**src/rtl/square_pkg.sv**
```systemverilog
`default_nettype none
// ==========================================================================
// square_pkg : state encoding and default width for the iterative squarer
// Revision   : 1.0
// ==========================================================================
package square_pkg;

  localparam int DEFAULT_W = 8;

  // 2'b10 is unused and falls back to IDLE
  typedef enum logic [1:0] {
    IDLE = 2'b00,
    CALC = 2'b01,
    DONE = 2'b11
  } state_t;

endpackage
`default_nettype wire

```
**src/rtl/square_ctrl.sv**
```systemverilog
`default_nettype none
// ==========================================================================
// square_ctrl : go/done sequencing FSM for the odd-accumulation squarer
// Revision    : 1.0
// ==========================================================================
module square_ctrl
  import square_pkg::*;
(
  input  logic clk,
  input  logic rst_n,
  input  logic go,
  input  logic cnt_zero,
  output logic ld,
  output logic step,
  output logic done,
  output logic busy
);

  state_t state;
  state_t state_nxt;

  always_ff @(posedge clk or negedge rst_n) begin
    if (!rst_n) begin
      state <= IDLE;
    end else begin
      state <= state_nxt;
    end
  end

  // done rises on the same edge that enters DONE, so it is a clean one-cycle pulse
  always_ff @(posedge clk or negedge rst_n) begin
    if (!rst_n) begin
      done <= 1'b0;
    end else begin
      done <= (state == CALC) && cnt_zero;
    end
  end

  always_comb begin
    state_nxt = state;
    ld        = 1'b0;
    step      = 1'b0;
    case (state)
      IDLE: begin
        if (go) begin
          ld        = 1'b1;
          state_nxt = CALC;
        end
      end
      CALC: begin
        if (cnt_zero) begin
          state_nxt = DONE;
        end else begin
          step = 1'b1;
        end
      end
      DONE:    state_nxt = IDLE;
      default: state_nxt = IDLE;
    endcase
  end

  assign busy = (state != IDLE);

endmodule
`default_nettype wire

```
**src/rtl/square_seq.sv**
```systemverilog
`default_nettype none
// ==========================================================================
// square_seq : iterative squarer, sq = a*a via 1+3+5+... one add per clock
// Revision   : 1.0
// ==========================================================================
module square_seq
  import square_pkg::*;
#(
  parameter int W = DEFAULT_W
) (
  input  logic           clk,
  input  logic           rst_n,
  input  logic           go,
  input  logic [W-1:0]   a,
  output logic [2*W-1:0] sq,
  output logic           done,
  output logic           busy
);

  logic [W-1:0] cnt;
  logic [W:0]   odd;
  logic         cnt_zero;
  logic         ld;
  logic         step;

  assign cnt_zero = (cnt == '0);

  square_ctrl u_ctrl (
    .clk      (clk),
    .rst_n    (rst_n),
    .go       (go),
    .cnt_zero (cnt_zero),
    .ld       (ld),
    .step     (step),
    .done     (done),
    .busy     (busy)
  );

  // odd peaks at 2a+1 and sq at (2^W-1)^2, so neither register can overflow
  always_ff @(posedge clk or negedge rst_n) begin
    if (!rst_n) begin
      cnt <= '0;
      odd <= (W+1)'(1);
      sq  <= '0;
    end else if (ld) begin
      cnt <= a;
      odd <= (W+1)'(1);
      sq  <= '0;
    end else if (step) begin
      cnt <= cnt - W'(1);
      odd <= odd + (W+1)'(2);
      sq  <= sq + (2*W)'(odd);
    end
  end

endmodule
`default_nettype wire

```
**config.mk**
```make
export PLATFORM = sky130hd
export DESIGN_NAME = square_seq
export DESIGN_NICKNAME = d
export VERILOG_FILES = /design/src/rtl/square_pkg.sv /design/src/rtl/square_ctrl.sv /design/src/rtl/square_seq.sv
export SDC_FILE = /design/constraint.sdc
export NUM_CORES = 1
export LEC_CHECK = 0
export BUFFER_PORTS_ARGS = -buffer_cell sky130_fd_sc_hd__clkbuf_2
export CAP_MARGIN = 10
export CELL_PAD_IN_SITES_DETAIL_PLACEMENT = 0
export CELL_PAD_IN_SITES_GLOBAL_PLACEMENT = 1
export CORE_MARGIN = 3
export CORE_UTILIZATION = 49
export CTS_BUF_LIST = sky130_fd_sc_hd__clkbuf_8
export DETAILED_ROUTE_END_ITERATION = 10
export PLACE_DENSITY = 0.88
export SLEW_MARGIN = 20
export SYNTH_ARGS = -nofsm -noshare
export SYNTH_HDL_FRONTEND = slang
export SYNTH_SLANG_ARGS = --single-unit
```
**constraint.sdc**
```tcl
create_clock -name clk -period 3.6 [get_ports clk]
set_input_delay 0.18 -clock clk [delete_from_list [all_inputs] [get_ports clk]]
set_output_delay 0.18 -clock clk [all_outputs]
set_load 0.03 [all_outputs]
```
Word-level counts from Yosys, hierarchy flattened:

Cells that the tools add are included.

* register bits after elaboration: 36
* bits in latches: 0
* memory bits (writable): 0
* memory bits (read-only): 0
* input port bits: 11
* output and inout bits: 18
* word-level logic and storage cells: 30
* memories kept: 0

* $add $sub $neg: 3
* multiply operators: 0
* divide/modulo/power cells: 0
* magnitude comparators: 0
* equality and inequality tests: 3
* shift operators: 0
* mux-type cells: 13
* bitwise operators: 0
* reduce and logical (&&, ||, !) cells: 6

Operators by type and width (count)
* $mux 16: 2
* $mux 9: 2
* $add 16x9->16: 1
* $mux 8: 2
* $add 9x2->9 const B: 1
* $logic_not 8->1: 1
* $sub 8x1->8 const B: 1
* $mux 1: 4
* $mux 2: 2
* $pmux 2 s2: 1
* $reduce_bool 2->1: 2
* $eq 2x1->1 const B: 1
* $logic_not 2->1: 1
* $ne 2x1->1 const B: 1
* $ne 2x2->1 const B: 1
* $reduce_and 2->1: 1
* $logic_and 1x1->1: 1

Depth between registers and ports, before layout:

Gate-level depths: netlist (run 1).

* word-level depth: 5
* depth in mapped cells: 9
* depth with buffers taken out: 7

Cells and area by module:

Synthesis (run 1) repeated with hierarchy kept, for this count alone.

* cell total of the unflattened synthesis: 213
* area total of the unflattened synthesis: 2073.2 µm²

Modules (own cells, without submodules)
* square_seq: instances 1, cells each 204, area an instance 1944.4 µm², seq. area each 827.0 µm²
* square_ctrl: instances 1, cells each 9, area an instance 128.9 µm², seq. area each 75.1 µm²

Worst setup path before layout (run 1):

No wires, ideal clock.

* path kind: flip-flop to flip-flop
* start point: register cnt[0]
* end point: register sq[7]
* library setup time: 131 ps
* arrival time: 2017 ps
* required time: 3469 ps
* slack: 1452 ps
* cell stages (with the launch flop): 9
* path buffers: 2
* period minus slack after synthesis: 2148 ps
* cell sequence: dfrtp_1 -> inv_1 -> ha_1 -> or3b_4 -> o41a_1 -> buf_6 -> buf_6 -> a311oi_1 -> nand3_1

* longest elaborated chain between the ends: 4

Ends and longest elaborated chain
* start, declared: RTL line square_seq.sv:20 `logic [W-1:0] cnt;`
* start signal, assigned: RTL line square_seq.sv:50 `cnt <= cnt - W'(1);`
* $logic_not 8->1: RTL line square_seq.sv:26 `assign cnt_zero = (cnt == '0);`
* $mux 1: RTL line square_ctrl.sv:51 `if (cnt_zero) begin`
* $mux 1: RTL line square_ctrl.sv:43 `case (state)`
* $reduce_bool 2->1 (no source line)
* end signal, assigned: RTL line square_seq.sv:52 `sq <= sq + (2*W)'(odd);`
* end, declared: RTL line square_seq.sv:15 `output logic [2*W-1:0] sq,`

Every way passes these cells.
A chain may end at the register's enable or synchronous reset.

Final worst setup path (run 1):

* start point: register cnt[0]
* end point: register cnt[4]

* longest elaborated chain between the ends: 4
* elaborated cells on any way between the ends: 7
* those cells by class: 1 x add/sub; 4 x mux; 2 x reduce/logical

Ends and longest elaborated chain
* parallel branches: the longest is 4 deep, another holds $sub 8x1->8

Several ways; the timed one is not identified. The select of a mux whose other input is x is not followed.

==> impl_metrics.json, run 1 <==
{
  "slew_headroom": 0.403,
  "post-route-period-util": 0.706,
  "drc": 0,
  "h-tree-depth": 2,
  "first_global_vias": 1506,
  "synth.area.top_cells": "dfrtp_1 (43%), ha_1 (6.7%), nand2_1 (4.8%), o21ai_0 (3.9%), xor2_1 (3.8%)",
  "whs_ns": 0.0140,
  "antenna_found_initial": 0,
  "ys_seq_area_frac": 0.439,
  "first_pass_iters": 4,
  "status": "complete, no violations",
  "io_buffers": 28,
  "critPathLaunchType": "flop",
  "drt-initial-drc-count": 103,
  "fillCellCount": 363,
  "worst-endpoint-required_ns": 3.77,
  "clock_skew_ns": 0.00442,
  "cts-resized-gates": 0,
  "drv_cap": 0,
  "yosysTopAreaCellShare": 0.426,
  "tightest_slew_ns": 0.895,
  "final_nets": 266,
  "synth_top_flop_cell": "dfrtp_1",
  "start_util": 0.533,
  "clkTransAtPathRegs_ns": 0.07,
  "drt-vias-per-instance": 5.63,
  "slowest_delay_ns": 0.69,
  "insertion_delay_ns": 0.28,
  "dpl.hpwl_um": 2870,
  "cts_sinks": 36,
  "path_cells": "inv_1 > ha_1 > or3b_4 > o41a_1 > nor2_1 > a211o_1 > a21oi_1",
  "core_region_area_um2": 3850,
  "final_antenna_net_count": 0,
  "synth_edf_count": 0,
  "ios": 29,
  "p_leak_nw": 1.14,
  "synth_nets": 239,
  "core.rowCount": 22,
  "via_count": 1643,
  "cts_buffer_depth": 2,
  "cts-buffers-inserted": 5,
  "rsz0062_at_grt": "false",
  "path_max_fanout": 22,
  "grt_start_max_net_pins": 37,
  "vdd_drop_max_uv": 587,
  "finalMaxSlewViolations": 0,
  "wl_um": 4140,
  "gp_congestion": 0.813,
  "grt.total_usage": 0.174,
  "grt_first_pass_wirelength_um": 7150,
  "cts-root-buf": "clkbuf_8",
  "cts_setup_buffers": 0,
  "ys_types": 43,
  "synth_cells": 216,
  "power.density_nw_per_um2": 1070,
  "die_w_um": 70.8,
  "worstSetupEndpointType": "flop",
  "yosys.area.top_type": "dfrtp_1",
  "arrival_ns": 2.71,
  "hold_path_class": "in -> async",
  "antenna_cells": 0,
  "async_reset_ff_frac": 1.00,
  "wire_per_inst_um": 14.2,
  "tns_ns": 0,
  "ys_seq_elements": 36,
  "avgSynthCellArea_um2": 9.51,
  "postCtsHoldBufs": 0,
  "hold_violations": 0,
  "ys.warnings.count": 0,
  "cts_tree": "done",
  "crit_slowest_cell": "o41a_1",
  "gr-total-overflow": 0,
  "fmaxAchievable_mhz": 394,
  "worst-setup-path-type": "reg -> reg",
  "dieArea_um2": 5010,
  "fin_area_um2": 2320,
  "finalSetupViolations": 0,
  "drive_gt1_frac": 0.168,
  "area_growth_pct": 13.1,
  "die_h_um": 70.8,
  "min_period_ns": 2.54,
  "syn_area_um2": 2050,
  "postPlaceCellArea_um2": 2220
}
logic make-up (layout without fill, tap and decap cells):
group / Yosys count / in the layout / share of synthesized area
flops: 36 / 36 / 0.439
mux: 7 / 7 / 0.0341
compound gates: 47 / 47 / 0.155
xor+xnor: 13 / 13 / 0.0554
buf+inv: 15 / 43 / 0.0353
fa+ha+maj: 12 / 12 / 0.0767
simple gates: 86 / 86 / 0.205
final cells by class:
class	count	area [um2]	area share
inverter	6	22.5	0.00969
clock inverter	1	3.75	0.00162
timing repair buffer	29	148	0.0635
sequential	36	902	0.388
tap	48	60.1	0.0258
multi-input combinational	165	1090	0.470
clock buffer	7	96.3	0.0415
cell usage after synthesis (all sizes together), types with 2 or more instances:
master,number
xnor2,4
a221o,2
nand3,15
and2,2
nand2b,4
o2111ai,2
nor4,2
or2,2
nand2,26
mux2i,7
o211ai,2
nor3,2
buf,3
a21o,6
clkbuf,6
xor2,9
dfrtp,35
and3,5
nand4,7
inv,6
o21ai,16
nor2,16
ha,11
a21oi,8
critical path: cells and delay by family, from the launching register on:
| family | cells | cell delay, ns |
|---|---|---|
| flops | 1 | 0.41 |
| simple gates | 2 | 0.87 |
| buf+inv | 1 | 0.07 |
| compound gates | 3 | 0.91 |
| fa+ha+maj | 1 | 0.18 |
registers in the layout (all words and copies together), names as in the netlist:
name / count
cnt: 8
odd: 9
sq: 16
u_ctrl.done: 1
u_ctrl.state: 2
stage by stage:
| step | worst slack (ns) | instances | total power (W) | utilization |
|---|---|---|---|---|
| 2_1_floorplan | 1.45 | 216 | 0.00185 | - |
| 3_3_place_gp | 1.11 | 284 | 0.00215 | 0.577 |
| 3_5_place_dp | 1.10 | 284 | 0.00217 | 0.577 |
| 4_1_cts | 1.07 | 292 | 0.00249 | 0.603 |
| 5_1_grt | 0.927 | 292 | 0.00271 | 0.603 |
| 6_report | 1.06 | 292 | 0.00248 | 0.603 |
report_power, final:
group	switching, W	total, W	leakage, nW	internal, W
combinational	0.000799	0.00135	0.664	0.000548
sequential	0.000208	0.000823	0.425	0.000615
clock	0.000140	0.000311	0.0557	0.000172
metal layers:
| layer | wire (um) | up-vias | global-route usage |
|---|---|---|---|
| li1 | - | 830 | - |
| met5 | 0 | - | 0 |
| met1 | 2070 | 786 | 0.252 |
| met3 | 139 | 4 | 0.0384 |
| met2 | 1900 | 23 | 0.267 |
| met4 | 35 | 0 | 0.0397 |
layout by cell type (no fill, tap or decap), types with 2 or more instances in the layout:
| cell | instances |
|---|---|
| a21o_1 | 6 |
| a21oi_1 | 8 |
| a221o_1 | 2 |
| and2_1 | 2 |
| and3_1 | 5 |
| clkbuf_2 | 28 |
| clkbuf_8 | 7 |
| dfrtp_1 | 35 |
| ha_1 | 11 |
| inv_1 | 7 |
| mux2i_1 | 7 |
| nand2_1 | 26 |
| nand2b_1 | 4 |
| nand3_1 | 15 |
| nand4_1 | 7 |
| nor2_1 | 16 |
| nor3_1 | 2 |
| nor4_1 | 2 |
| o2111ai_1 | 2 |
| o211ai_1 | 2 |
| o21ai_0 | 16 |
| or2_2 | 2 |
| xnor2_1 | 4 |
| xor2_1 | 9 |
worst paths after layout:
| path | startpoint | endpoint | slack [ns] | depth (start not counted) |
|---|---|---|---|---|
| max | cnt[0] | cnt[4] | 1.06 | 7 |
| min | rst_n | cnt[5] | 0.01 | 1 |
| max reg2reg | cnt[0] | cnt[4] | 1.06 | 7 |
| min reg2reg | u_ctrl.state[1] | u_ctrl.state[0] | 0.48 | 1 |
| max in group asynchronous | rst_n | sq[0] | 3.03 | 1 |
| min in group clk | a[7] | cnt[7] | 0.10 | 3 |
No activity file was read; power rests on OpenSTA's default activity.
==> run 2, diff against run 1 <==
--- a/config.mk
+++ b/config.mk
@@ -10,10 +10,10 @@
 export CELL_PAD_IN_SITES_DETAIL_PLACEMENT = 0
 export CELL_PAD_IN_SITES_GLOBAL_PLACEMENT = 1
 export CORE_MARGIN = 3
-export CORE_UTILIZATION = 49
+export CORE_UTILIZATION = 45
 export CTS_BUF_LIST = sky130_fd_sc_hd__clkbuf_8
 export DETAILED_ROUTE_END_ITERATION = 10
-export PLACE_DENSITY = 0.88
+export PLACE_DENSITY = 0.82
 export SLEW_MARGIN = 20
 export SYNTH_ARGS = -nofsm -noshare
 export SYNTH_HDL_FRONTEND = slang
==> constraint.sdc (replaced) <==
create_clock -name clk -period 2.4 [get_ports clk]
set_input_delay 0.12 -clock clk [delete_from_list [all_inputs] [get_ports clk]]
set_output_delay 0.12 -clock clk [all_outputs]
set_load 0.03 [all_outputs]
==> run 2 against run 1 <==
Against the previous run:
- design area up 3.1%
- highest routed layer unchanged
- combinational power up 52%
- largest power group unchanged
- first-iteration DRC count up 16%
- critical path type unchanged
- critical endpoint is now sq[7]
==> impl_metrics.json, run 2 (synthesized netlist as in run 1, its figures left out) <==
{
  "status": "complete, no violations",
  "grt.total_usage": 0.184,
  "final_nets": 274,
  "first_global_vias": 1540,
  "whs_ns": 0.0374,
  "top_regs": "sq: 16 flops, odd: 9 flops, cnt: 8 flops",
  "cts-buffers-inserted": 5,
  "ff2ff_setup_slack_ns": 0.16,
  "cts_buffer_depth": 2,
  "final_antenna_net_count": 0,
  "fmaxAchievable_mhz": 447,
  "hold_violations": 0,
  "fin_area_um2": 2400,
  "finalMaxSlewViolations": 0,
  "die_h_um": 73.6,
  "clkTransAtPathRegs_ns": 0.07,
  "postPlaceCellArea_um2": 2280,
  "start_util": 0.489,
  "min_path_cells": 3,
  "post-route-period-util": 0.931,
  "wl_um": 4440,
  "drive_gt1_frac": 0.190,
  "grt_start_max_net_pins": 37,
  "ff_latch_area_um2": 902,
  "drc": 0,
  "die_w_um": 73.6,
  "cts_setup_buffers": 0,
  "path_max_fanout": 8,
  "total_power_w": 0.00382,
  "grt_first_pass_wirelength_um": 7650,
  "antenna_found_initial": 0,
  "cts-root-buf": "clkbuf_8",
  "drt-vias-per-instance": 5.41,
  "wire_per_inst_um": 14.7,
  "slew_headroom": 0.404,
  "drv_cap": 0,
  "p_leak_nw": 1.19,
  "ios": 29,
  "hp-start": "a[6]",
  "cts_sinks": 36,
  "drt-initial-drc-count": 119,
  "insertion_delay_ns": 0.29,
  "worst-setup-path-type": "reg -> reg",
  "tightest_slew_ns": 0.894,
  "first_pass_iters": 4,
  "multi_input_area_um2": 1090,
  "largest_reg_flops": 16,
  "dieArea_um2": 5410,
  "final_common_cell": "dfrtp_1",
  "worst-endpoint-required_ns": 2.57,
  "gr-total-overflow": 0,
  "clock_skew_ns": 0.00802,
  "largest_register": "sq",
  "critPathLaunchType": "flop",
  "finalSetupViolations": 0,
  "antenna_cells": 0,
  "cts_tree": "done",
  "final_cell_mix": "dfrtp_1 (35), clkbuf_2 (28), nand2_1 (26)",
  "worstSetupEndpointType": "flop",
  "dpl.hpwl_um": 3240,
  "rsz0062_at_grt": "false",
  "holdPathEnd": "cnt[6]",
  "fin_util": 0.570,
  "min_period_ns": 2.24,
  "r2r_end": "sq[7]",
  "h-tree-depth": 2,
  "r2r-start": "cnt[0]",
  "fillCellCount": 392,
  "core_region_area_um2": 4200,
  "hold_path_class": "in -> reg",
  "via_count": 1633,
  "arrival_ns": 2.40,
  "tns_ns": 0,
  "io_buffers": 28,
  "reg2regPathDepth": 7,
  "area_growth_pct": 16.6,
  "vdd_drop_max_uv": 904,
  "core.rowCount": 23,
  "gp_congestion": 0.857,
  "power.density_nw_per_um2": 1590
}
[run 2: area by class of cell]
class	instances	area share
Clock inverter	3	0.0162
Multi-Input combinational cell	165	0.455
Clock buffer	5	0.0287
Sequential cell	36	0.377
Timing Repair Buffer	37	0.0877
Inverter	6	0.00940
Tap cell	50	0.0261
[run 2: worst max path at each step]
stage,from,to,depth (start not counted)
2_1_floorplan,cnt[0],sq[7],8
3_3_place_gp,cnt[0],sq[7],7
3_5_place_dp,cnt[0],sq[7],7
4_1_cts,cnt[0],sq[7],7
5_1_grt,cnt[0],sq[7],7
6_report,cnt[0],sq[7],7
[run 2: timing repair]
item                      4_1_cts  5_1_grt
resized for setup               0        0
hold buffers                    1        0
hold endpoints to repair       35        0
[run 2: metal layers]
metal / global-route usage / wire (um)
met5: 0 / 0
met1: 0.277 / 2330
met3: 0.0369 / 146
met2: 0.259 / 1900
met4: 0.0664 / 65
[run 2: stage by stage]
stage | setup slack (ns) | cells
6_report | 0.165 | 302
3_3_place_gp | 0.230 | 293
5_1_grt | 0.0754 | 302
2_1_floorplan | 0.252 | 216
3_5_place_dp | 0.179 | 293
4_1_cts | 0.176 | 302
[run 2: critical path, stage by stage (launching register included)]
cell and delay, ns:
dfrtp_1 0.40, inv_1 0.07, ha_1 0.17, or3b_4 0.42, o41a_1 0.47, buf_4 0.20, a311oi_1 0.28, nand3_1 0.11
[run 2: where the power goes]
part | switching, W | total, W | leakage [nW] | internal (W)
Clock | 0.000213 | 0.000517 | 0.0593 | 0.000304
Sequential | 0.000323 | 0.00125 | 0.425 | 0.000923
Combinational | 0.00120 | 0.00205 | 0.702 | 0.000854
==> run 3, diff against run 2 <==
--- a/config.mk
+++ b/config.mk
@@ -14,6 +14,7 @@
 export CTS_BUF_LIST = sky130_fd_sc_hd__clkbuf_8
 export DETAILED_ROUTE_END_ITERATION = 10
 export PLACE_DENSITY = 0.82
+export SETUP_SLACK_MARGIN = 0.5
 export SLEW_MARGIN = 20
 export SYNTH_ARGS = -nofsm -noshare
 export SYNTH_HDL_FRONTEND = slang
==> constraint.sdc (replaced) <==
create_clock -name clk -period 2.4 [get_ports clk]
set_input_delay 0.12 -clock clk [delete_from_list [all_inputs] [get_ports clk]]
set_output_delay 0.12 -clock clk [all_outputs]
set_load 0.02 [all_outputs]
==> run 3 against run 2 <==
Against the previous run:
- combinational power is 13% higher
- critical endpoint is now sq[11]
- routed wire length up 14%
- global-route usage grew 0.96 points
- sequential power about the same
- design area up 11%
- largest power group unchanged
- sequential cell count unchanged
- cell count grew 6.3%
- clock skew decreased by 0.0019 ns
- worst setup slack better by 0.10 ns
- largest cell class unchanged
- sequential share of layout area shrank 3.8 points
==> impl_metrics.json, run 3 (synthesized netlist as in run 1, its figures left out) <==
{
  "status": "complete, no violations",
  "io_buffers": 28,
  "h-tree-depth": 2,
  "gr-total-overflow": 0,
  "gp_congestion": 0.756,
  "final_cell_mix": "dfrtp_1 (34), clkbuf_2 (28), nand2_1 (23)",
  "area_growth_pct": 30.0,
  "place_inst": 290,
  "crit_slowest_cell": "dfrtp_1",
  "largest_register": "sq",
  "top_regs": "sq: 16 flops, odd: 9 flops, cnt: 8 flops",
  "cts_tree": "done",
  "path_max_fanout": 5,
  "core.rowCount": 23,
  "cts_buffer_depth": 2,
  "largest_reg_flops": 16,
  "setup_ws_ns": 0.265,
  "fmaxAchievable_mhz": 468,
  "worst-endpoint-required_ns": 2.61,
  "power.density_nw_per_um2": 1490,
  "dieArea_um2": 5410,
  "tightest_slew_ns": 0.875,
  "final_common_cell": "dfrtp_1",
  "rsz0062_at_grt": "true",
  "slowest_delay_ns": 0.45,
  "cts-buffers-inserted": 5,
  "pre_cts_ws_ns": 0.250,
  "wire_per_inst_um": 15.7,
  "core_region_area_um2": 4200,
  "cts_sinks": 36,
  "post-route-period-util": 0.890,
  "hold_violations": 0,
  "finalMaxSlewViolations": 0,
  "finalSetupViolations": 0,
  "arrival_ns": 2.34,
  "critPathLaunchType": "flop",
  "grt.total_usage": 0.193,
  "dpl.hpwl_um": 3190,
  "ios": 29,
  "vdd_drop_max_uv": 852,
  "tns_ns": 0,
  "drc": 0,
  "worstSetupEndpointType": "flop",
  "worst-setup-path-type": "reg -> reg",
  "final_antenna_net_count": 0,
  "die_h_um": 73.6,
  "finalNonFillerCells": 321,
  "crit_top_cell": "a21oi_1",
  "path_delay_family": "compound AO/OA/AOI/OAI gates",
  "first_pass_iters": 6,
  "clock_skew_ns": 0.00615,
  "ff2ff_setup_slack_ns": 0.27,
  "drt-initial-drc-count": 120,
  "final_nets": 294,
  "drive_gt1_frac": 0.317,
  "via_count": 1789,
  "cts-root-buf": "clkbuf_8",
  "antenna_found_initial": 0,
  "die_w_um": 73.6,
  "insertion_delay_ns": 0.29,
  "hold_path_class": "in -> reg",
  "start_util": 0.489,
  "clkTransAtPathRegs_ns": 0.07,
  "antenna_cells": 0,
  "min_period_ns": 2.13,
  "grt_start_max_net_pins": 37,
  "path_cells": "ha_1 > a21o_1 > a21oi_1 > a21oi_1 > o211ai_1 > mux2i_1",
  "p_leak_nw": 1.29,
  "drv_cap": 0,
  "wl_um": 5050,
  "drt-vias-per-instance": 5.57,
  "fin_util": 0.635,
  "first_global_vias": 1693,
  "fillCellCount": 372,
  "crit_buf_inv": 0,
  "grt_first_pass_wirelength_um": 8070,
  "slew_headroom": 0.417
}
==> run 3: cell types whose count changed in the layout (fill, tap and decap cells not counted), sizes merged <==
| cell | previous run | this run |
|---|---|---|
| clkbuf | 33 | 34 |
| bufinv | 1 | 0 |
| buf | 8 | 27 |
==> run 3: worst register-to-register path, cell delays in order, from the launching register on <==
cell and delay (ns):
dfrtp_1 0.45, ha_1 0.39, a21o_1 0.21, a21oi_1 0.26
a21oi_1 0.23, o211ai_1 0.27, mux2i_1 0.25
==> run 3: power by group <==
| group | internal, W | leakage, nW | switching [W] |
|---|---|---|---|
| clock | 0.000193 | 0.0452 | 0.000212 |
| combinational | 0.00105 | 0.821 | 0.00127 |
| sequential | 0.000924 | 0.424 | 0.000320 |
==> run 3: metrics by stage <==
step	hold slack, ns	cell area [um2]	total power, W
2_1_floorplan	-0.176	2080	0.00271
3_3_place_gp	0.300	2270	0.00316
3_5_place_dp	0.293	2270	0.00321
4_1_cts	0.0258	2510	0.00384
5_1_grt	0.0471	2670	0.00431
6_report	0.0329	2670	0.00397
==> run 3: cell type report <==
cell class | instances | area [um2] | share of cell area
sequential | 36 | 903 | 0.338
multi-input combinational | 165 | 1170 | 0.439
clock buffer | 5 | 68.8 | 0.0258
inverter | 6 | 22.5 | 0.00843
tap | 50 | 62.6 | 0.0234
clock inverter | 2 | 8.76 | 0.00328
timing repair buffer | 57 | 432 | 0.162
==> run 3: what timing repair did <==
item | 4_1_cts | 5_1_grt
gates resized for setup | 20 | 24
gates cloned | 0 | 2
hold buffers | 1 | 0
setup buffers | 13 | 8
endpoints found under the hold margin | 35 | 0
endpoints found under the setup margin | 28 | 32
pin swaps | 11 | 7
==> run 3: metal layers <==
layer | wire [um] | GRT usage | vias to the layer above
li1 | - | - | 885
met1 | 2440 | 0.273 | 864
met2 | 2370 | 0.287 | 31
met3 | 154 | 0.0383 | 9
met4 | 78 | 0.0825 | 0
met5 | 0 | 0 | -
==> run 3: path summary, 6_finish.rpt <==
kind	start	to	cells past startpoint
worst max-delay path	odd[3]	sq[11]	6
worst min-delay path	a[7]	cnt[7]	3
worst max register to register	odd[3]	sq[11]	6
worst min register to register	u_ctrl.state[1]	u_ctrl.state[0]	1
max in group asynchronous	rst_n	sq[0]	2
min in group asynchronous	rst_n	sq[4]	2
